File: src/rtl/cache_line_controller_pkg.sv
// Shared types for the cache line controller.
// State enum, statistics bit indices, beat width helper.
package cache_ctrl_pkg;

  typedef enum logic [2:0] {
    S_IDLE,
    S_LOOKUP,
    S_WRITEBACK,
    S_FILL,
    S_INSTALL,
    S_WT_WRITE,
    S_RESPOND
  } state_t;

  localparam int CNT_READ      = 0;
  localparam int CNT_WRITE     = 1;
  localparam int CNT_HIT       = 2;
  localparam int CNT_MISS      = 3;
  localparam int CNT_WRITEBACK = 4;
  localparam int CNT_W         = 5;

  function automatic int beat_width(input int words);
    return (words <= 1) ? 1 : $clog2(words);
  endfunction

endpackage

File: src/rtl/cache_line_controller_beat_counter.sv
// Beat counter for multi-beat hmem line transfers.
// Ports: clk, reset_n, load_zero, inc -> beat, last.
module cache_beat_counter
  import cache_ctrl_pkg::*;
#(
  parameter int WORDS = 4,
  parameter int BW    = beat_width(WORDS)
) (
  input  logic          clk,
  input  logic          reset_n,
  input  logic          load_zero,
  input  logic          inc,
  output logic [BW-1:0] beat,
  output logic          last
);

  localparam logic [BW-1:0] LAST = BW'(WORDS - 1);

  logic [BW-1:0] cnt;

  // Never steps past the last beat, so a
  // one-word line keeps the count at zero.
  always_ff @(posedge clk) begin
    if (!reset_n) begin
      cnt <= '0;
    end else if (load_zero) begin
      cnt <= '0;
    end else if (inc && !last) begin
      cnt <= cnt + 1'b1;
    end
  end

  assign beat = cnt;
  assign last = (cnt == LAST);

endmodule

File: src/rtl/cache_line_controller.sv
// Cache controller FSM: CPU request, datapath strobes, hmem line moves.
// Ports: req_*, datapath flags/strobes, hmem_*, beat_index, count_event.
module cache_line_controller
  import cache_ctrl_pkg::*;
#(
  parameter int  WORDS_PER_LINE = 4,
  parameter int  WRITE_THROUGH  = 0,
  parameter int  WRITE_ALLOCATE = 1,
  localparam int BW = beat_width(WORDS_PER_LINE)
) (
  input  logic          clk,
  input  logic          reset_n,
  input  logic          req_valid,
  input  logic          req_is_write,
  output logic          req_ready,
  output logic          req_done,
  input  logic          valid_block_match,
  input  logic          valid_dirty_bit,
  output logic          hmem_req,
  output logic          hmem_we,
  input  logic          hmem_ack,
  output logic [BW-1:0] beat_index,
  output logic          miss_recovery_mode,
  output logic          process_lru_counters,
  output logic          set_selected_dirty_bit,
  output logic          clear_selected_dirty_bit,
  output logic          clear_selected_valid_bit,
  output logic          perform_write,
  output logic          finish_new_line_install,
  output logic          set_hmem_block_address,
  output logic          use_victim_tag_for_hmem_block_address,
  output logic [4:0]    count_event
);

  localparam bit WT = (WRITE_THROUGH != 0);
  localparam bit WA = (WRITE_ALLOCATE != 0);

  state_t        state;
  state_t        state_next;
  logic          op_write;
  logic          replay;
  logic [BW-1:0] beat;
  logic          beat_last;
  logic          beat_clr;
  logic          beat_inc;
  logic          in_line_xfer;

  // Lookup outcome, one-hot
  logic lk_hit;
  logic lk_bypass;
  logic lk_wb;
  logic lk_fill;

  assign lk_hit    = valid_block_match;
  assign lk_bypass = !lk_hit && op_write && !WA;
  assign lk_wb     = !lk_hit && !lk_bypass
                   && valid_dirty_bit && !WT;
  assign lk_fill   = !lk_hit && !lk_bypass && !lk_wb;

  assign in_line_xfer = (state == S_WRITEBACK)
                     || (state == S_FILL);

  assign beat_inc = in_line_xfer && hmem_ack;
  assign beat_clr =
    ((state == S_LOOKUP) && (lk_wb || lk_fill))
    || (beat_inc && beat_last);

  cache_beat_counter #(
    .WORDS (WORDS_PER_LINE),
    .BW    (BW)
  ) u_beat (
    .clk       (clk),
    .reset_n   (reset_n),
    .load_zero (beat_clr),
    .inc       (beat_inc),
    .beat      (beat),
    .last      (beat_last)
  );

  always_ff @(posedge clk) begin
    if (!reset_n) begin
      state <= S_IDLE;
    end else begin
      state <= state_next;
    end
  end

  always_ff @(posedge clk) begin
    if (!reset_n) begin
      op_write <= 1'b0;
      replay   <= 1'b0;
    end else if (state == S_IDLE) begin
      if (req_valid) begin
        op_write <= req_is_write;
        replay   <= 1'b0;
      end
    end else if (state == S_INSTALL) begin
      replay <= 1'b1;
    end
  end

  always_comb begin
    state_next = state;
    unique case (state)
      S_IDLE: begin
        if (req_valid) state_next = S_LOOKUP;
      end
      S_LOOKUP: begin
        unique case (1'b1)
          lk_hit: begin
            state_next = (op_write && WT)
                       ? S_WT_WRITE : S_RESPOND;
          end
          lk_bypass: state_next = S_WT_WRITE;
          lk_wb:     state_next = S_WRITEBACK;
          lk_fill:   state_next = S_FILL;
          default:   state_next = S_FILL;
        endcase
      end
      S_WRITEBACK: begin
        if (hmem_ack && beat_last) state_next = S_FILL;
      end
      S_FILL: begin
        if (hmem_ack && beat_last) state_next = S_INSTALL;
      end
      S_INSTALL: state_next = S_LOOKUP;
      S_WT_WRITE: begin
        if (hmem_ack) state_next = S_RESPOND;
      end
      S_RESPOND: state_next = S_IDLE;
      default:   state_next = S_IDLE;
    endcase
  end

  always_comb begin
    req_ready                             = 1'b0;
    req_done                              = 1'b0;
    hmem_req                              = 1'b0;
    hmem_we                               = 1'b0;
    miss_recovery_mode                    = 1'b0;
    process_lru_counters                  = 1'b0;
    set_selected_dirty_bit                = 1'b0;
    clear_selected_dirty_bit              = 1'b0;
    clear_selected_valid_bit              = 1'b0;
    perform_write                         = 1'b0;
    finish_new_line_install               = 1'b0;
    set_hmem_block_address                = 1'b0;
    use_victim_tag_for_hmem_block_address = 1'b0;
    count_event                           = '0;
    unique case (state)
      S_IDLE: req_ready = 1'b1;
      S_LOOKUP: begin
        // The replay after a fill is not a new access
        if (!replay) begin
          count_event[CNT_READ]  = !op_write;
          count_event[CNT_WRITE] = op_write;
          count_event[CNT_HIT]   = lk_hit;
          count_event[CNT_MISS]  = !lk_hit;
        end
        unique case (1'b1)
          lk_hit: begin
            process_lru_counters   = 1'b1;
            perform_write          = op_write;
            set_selected_dirty_bit = op_write && !WT;
          end
          lk_bypass: begin
            set_hmem_block_address = 1'b1;
          end
          lk_wb: begin
            set_hmem_block_address                = 1'b1;
            use_victim_tag_for_hmem_block_address = 1'b1;
            count_event[CNT_WRITEBACK]            = 1'b1;
          end
          lk_fill: begin
            set_hmem_block_address   = 1'b1;
            clear_selected_valid_bit = 1'b1;
          end
          default: ;
        endcase
      end
      S_WRITEBACK: begin
        hmem_req           = 1'b1;
        hmem_we            = 1'b1;
        miss_recovery_mode = 1'b1;
        if (hmem_ack && beat_last) begin
          clear_selected_dirty_bit = 1'b1;
          clear_selected_valid_bit = 1'b1;
          set_hmem_block_address   = 1'b1;
        end
      end
      S_FILL: begin
        hmem_req           = 1'b1;
        miss_recovery_mode = 1'b1;
        perform_write      = hmem_ack;
      end
      S_INSTALL: begin
        miss_recovery_mode      = 1'b1;
        finish_new_line_install = 1'b1;
      end
      S_WT_WRITE: begin
        hmem_req = 1'b1;
        hmem_we  = 1'b1;
      end
      S_RESPOND: req_done = 1'b1;
      default: ;
    endcase
  end

  assign beat_index = (state == S_WT_WRITE) ? '0 : beat;

endmodule

File: config.mk
export PLATFORM = sky130hd
export DESIGN_NAME = cache_line_controller
export DESIGN_NICKNAME = d
export VERILOG_FILES = /design/src/rtl/cache_line_controller_pkg.sv /design/src/rtl/cache_line_controller_beat_counter.sv /design/src/rtl/cache_line_controller.sv
export SDC_FILE = /design/constraint.sdc
export NUM_CORES = 1
export LEC_CHECK = 0
export CORE_MARGIN = 4
export CORE_UTILIZATION = 41
export CTS_CLUSTER_DIAMETER = 40
export DETAILED_ROUTE_END_ITERATION = 8
export HOLD_SLACK_MARGIN = 0.12
export PLACE_DENSITY_LB_ADDON = 0.25
export SYNTH_ARGS = -nofsm -noshare
export SYNTH_HDL_FRONTEND = slang
export SYNTH_SLANG_ARGS = --single-unit
File: constraint.sdc
create_clock -name clk -period 2.75 [get_ports clk]
set_clock_uncertainty 0.2 [all_clocks]
set_input_delay 0.4125 -clock clk [delete_from_list [all_inputs] [get_ports clk]]
set_output_delay 0.4125 -clock clk [all_outputs]
set_load 0.1 [all_outputs]
[Word-level counts from Yosys, hierarchy flattened]
Cells that the tools add are included.
Storage, ports and cells
  register bits after elaboration: 7
  input bits: 7
  output and inout bits: 20
  logic and storage cells: 72
Operators by class
  $add $sub $neg: 1
  equal/unequal tests: 11
  muxes and demuxes: 31
  bitwise logic cells: 1
  reduce and logical (&&, ||, !) cells: 24
Operator list (count)
  $mux W1: 19
  $pmux W3 S6: 1
  $mux W3: 4
  $eq A3 B3 Y1 const B: 3
  $logic_and A1 B1 Y1: 7
  $eq A3 B2 Y1 const B: 2
  $pmux W1 S2: 3
  $pmux W3 S2: 1
  $reduce_or A2 Y1: 3
  $reduce_or A3 Y1: 2
  $mux W5: 1
  $logic_not A1 Y1: 4
  $mux W4: 1
  $ne A2 B1 Y1 const B: 2
  $ne A2 B2 Y1 const B: 2
  $reduce_and A2 Y1: 2
  $reduce_and A4 Y1: 1
  $eq A3 B1 Y1 const B: 1
  $logic_not A3 Y1: 1
  $logic_or A1 B1 Y1: 3
  $add A2 B1 Y2 const B: 1
  $eq A2 B2 Y1 const B: 1
  $mux W2: 1
  $reduce_bool A2 Y1: 1
  $not A1 Y1: 1

[Depth between registers and ports, before layout]
  word-level depth: 8
  depth in mapped cells: 4
  gate-level depth less buffers: 4

[Cells and area by module]
Synthesis repeated with hierarchy kept, for this count alone.
Second synthesis, totals
  cell total of the unflattened synthesis: 82
  area, all modules: 640.6 µm²
Modules (own cells, without submodules)
  cache_line_controller: times used 1, cells each 73, area each 541.8 µm², seq. area each 100.1 µm²
  cache_beat_counter: times used 1, cells each 9, area each 98.8 µm², seq. area each 40.0 µm²

[Worst setup path before layout]
OpenSTA, ideal clock, no wires.
  path type: register -> output
  start: register state[2]
  end: output port set_hmem_block_address
  arrival time: 2974 ps
  required time: 2138 ps
  slack: -836 ps
  stages on the path, launching flop included: 4
  path buffers: 1
  path through: dfxtp_1 or3b_1 buf_2 o21ai_0
Between the ends
  word-level cells in the longest chain between the ends: 2
  elaborated cells on any way between the ends: 3
  classes of those cells: eq/ne (2); mux (1)
RTL lines
  start: declaration: RTL line cache_line_controller.sv:38  | state_t state;
  start signal: assignment: RTL line cache_line_controller.sv:84  | state <= state_next;
  $eq A3 B2 Y1 / $eq A3 B1 Y1 (equally long branches): RTL line cache_line_controller.sv:150  | unique case (state)
  $pmux W1 S2 *: RTL line cache_line_controller.sv:150
  end: declaration: RTL line cache_line_controller.sv:30  | output logic set_hmem_block_address,
Mark *: on every way between the ends. The rest lies on a longest branch, timed or not.

[Worst setup path in the final report]
  start: register state[1]
  end: output port use_victim_tag_for_hmem_block_address
Between the ends
  word-level cells in the longest chain between the ends: 2
RTL lines
  $eq A3 B1 Y1: RTL line cache_line_controller.sv:150
  $mux W1: RTL line cache_line_controller.sv:150
  end: declaration: RTL line cache_line_controller.sv:31  | output logic use_victim_tag_for_hmem_block_address,
Every way passes these cells.

==> qor.yml <==
cellLeakagePower_nw: 0.395
required_ns: 2.14
grt_overflow_total: 0
ys_ff_latch: 7
p_int_w: 0.000307
crit_type: "flip-flop to primary output"
grt_antenna_before_repair: 0
final.period_utilization_pct: 92.6
cp-end-kind: "primary output"
arrival_ns: 1.93
setup_viol: 0
cp_slowest_cell: "or3b_1"
min_to: "u_beat.beat[1]"
drive_gt1_share_pct: 31.3
clk_pin_slew_ns: 0.06
critical_path.top_delay_family: "simple AND/OR/NAND/NOR gates"
r2r_slack_ns: 1.11
die_height_um: 44.4
post_cts_buffers: 0
r2r_cells: 3
grt_pass1_wl_mm: 2.14
antenna_cells: 0
ios: 27
numCtsBuffers: 3
ctsResizeCount: 0
min_delay_path_depth: 2
drv_slew: 0
ir_worst_vdd_uv: 547
holdCritPathClass: "flip-flop to flip-flop"
ys_types: 33
synthToLayoutAreaGrowth_pct: 70.3
tritoncts: "built"
status: "finished, final reports clean"
drcViolationCount: 0
clkPwrFrac_pct: 12.9
clk_path_buf_depth: 2
relSlewSlack_pct: 69.7
path_cells: "or3b_1 -> nor3b_2 -> buf_12"
maxCapViolations: 0
start_util_pct: 46.4
wl_per_cell_um: 12.7
tns_ns: 0
power_density_nw_per_um2: 772
tightest_slew_ns: 0.453
period_needed_ns: 2.55
layout.nets: 105
cp_max_fo: 16
p_comb_share_pct: 68.3
grt_max_degree: 17
grt.total_usage_pct: 14.5
hold_viol: 0
via_count: 595
syn_inst: 71
first_global_vias: 468
dp_hpwl_mm: 1.11
fmax_ghz: 0.393
yosys_most_used_dff: "dfxtp_1"
htreeDepth: 1
die_x_um: 44.4
viasPerCell: 5.41
synth_edf_count: 0
crit_path_max_incr_delay_ns: 0.60
hp-start: "u_beat.beat[1]"
clock-root-buffer: "clkbuf_4"
final_area_um2: 925
cts.sinks: 7
clock_latency_ns: 0.25
dr.first_iter.drc_count: 9
swShare_pct: 57.0
syn-cell-area_um2: 543
syn_avg_cell_area_um2: 7.65
cts_hold_buf: 0
ant_nets: 0
path_buf_inv: 1
n_fill_cell: 82
p_switching_w: 0.000407
rsz0062_at_grt: "no"
yosysSeqAreaShare_pct: 25.8
place_area_um2: 897
rr_endpoint: "u_beat.beat[1]"
synth_nets: 79
row_count: 12
r2r_start: "state[1]"
async_reset_ff_share_pct: 0
power_frac_seq_pct: 18.7
cp-start-kind: "flip-flop"
dieArea_um2: 1970
finalWirelength_mm: 1.40
gp_congestion: 0.836
total_power_w: 0.000714
ys.warnings.count: 0
coreArea_um2: 1170
first_pass_iters: 4
place.port_buffers: 26
## how the worst max path moves through the flow
stage,start,endpoint,slack (ns),cells after the start
after global placement,hmem_ack,set_hmem_block_address,0.31,5
after detailed placement,hmem_ack,set_hmem_block_address,0.29,5
after CTS,state[1],use_victim_tag_for_hmem_block_address,0.21,3
after floorplan,state[2],count_event[0],-0.76,3
after global routing,state[1],count_event[4],0.11,3
final,state[1],use_victim_tag_for_hmem_block_address,0.20,3
## synthesized netlist by cell type, types with 3 or more instances
master / number / area share [%]
nand2_1: 7 / 4.8
inv_1: 3 / 2.1
nor3_1: 4 / 3.7
and2_1: 3 / 3.5
o21ai_0: 4 / 3.7
dfxtp_1: 7 / 26
buf_2: 4 / 3.7
nor2_1: 6 / 4.1
## power by group through the flow
stage          clock network [W]  registers, W  logic (W)
2_1_floorplan                  0      0.000126   0.000366
3_3_place_gp                   0      0.000134   0.000486
3_5_place_dp                   0      0.000135   0.000490
4_1_cts                0.0000945      0.000133   0.000491
5_1_grt                 0.000101      0.000137   0.000508
6_report               0.0000924      0.000134   0.000488
## kinds of logic after synthesis
| logic type | count (synthesis) | share of synthesized area (%) |
|---|---|---|
| and+or+nand+nor | 36 | 39.9 |
| adders and majority gates | 1 | 2.30 |
| DFF | 7 | 25.8 |
| buffers and inverters | 9 | 7.83 |
| AOI/OAI and AO/OA | 18 | 24.2 |
## area by class of cell
class                           instances  area (um^2)  area share, %
Tap cell                               14         17.5           1.89
Inverter                                3         11.3           1.22
Clock buffer                            3         22.5           2.44
Timing Repair Buffer                   27          368           39.8
Sequential cell                         7          140           15.2
Clock inverter                          1         5.00          0.541
Multi-Input combinational cell         55          360           39.0
## layout by cell type, fill, tap and decap left out, types with 2 or more instances in the layout
master,count
o21ai_0,2
o21a_1,2
or3b_1,2
clkdlybuf4s50_1,6
o21ai_1,2
a21boi_0,2
inv_1,3
nor3b_2,2
or3_1,2
and3b_1,2
clkbuf_4,3
dfxtp_1,7
buf_12,12
nand2_1,7
and2_1,3
nor2_1,6
buf_4,9
nand3b_1,2
nor3_1,4
a21oi_1,2
## routing by layer
| layer | vias up | GRT usage (%) | routed length [um] | part of all wire [%] |
|---|---|---|---|---|
| met4 | 0 | 7.23 | 27 | 1.9 |
| met3 | 4 | 3.25 | 92 | 6.6 |
| li1 | 305 | - | - | - |
| met5 | - | 0 | 0 | 0 |
| met2 | 20 | 23.3 | 668 | 48 |
| met1 | 266 | 18.1 | 612 | 44 |
## tightest hold or removal path, stage by stage, from the launching register on
cell	delay, ns
dfxtp_1	0.33
nand2_1	0.06
a21oi_1	0.05
## registers in the layout, indices dropped and copies added (netlist names)
register and flops:
state 3, op_write 1, replay 1, u_beat.beat 2
## stage by stage
stage / worst slack (ns) / std cells / util [%] / hold WS, ns
2_1_floorplan: -0.756 / 71 / - / 0.240
3_3_place_gp: 0.313 / 106 / 76.6 / 0.259
3_5_place_dp: 0.289 / 106 / 76.6 / 0.277
4_1_cts: 0.212 / 110 / 79.0 / 0.285
5_1_grt: 0.115 / 110 / 79.0 / 0.311
6_report: 0.204 / 110 / 79.0 / 0.289
No activity file was read; power rests on OpenSTA's default activity.
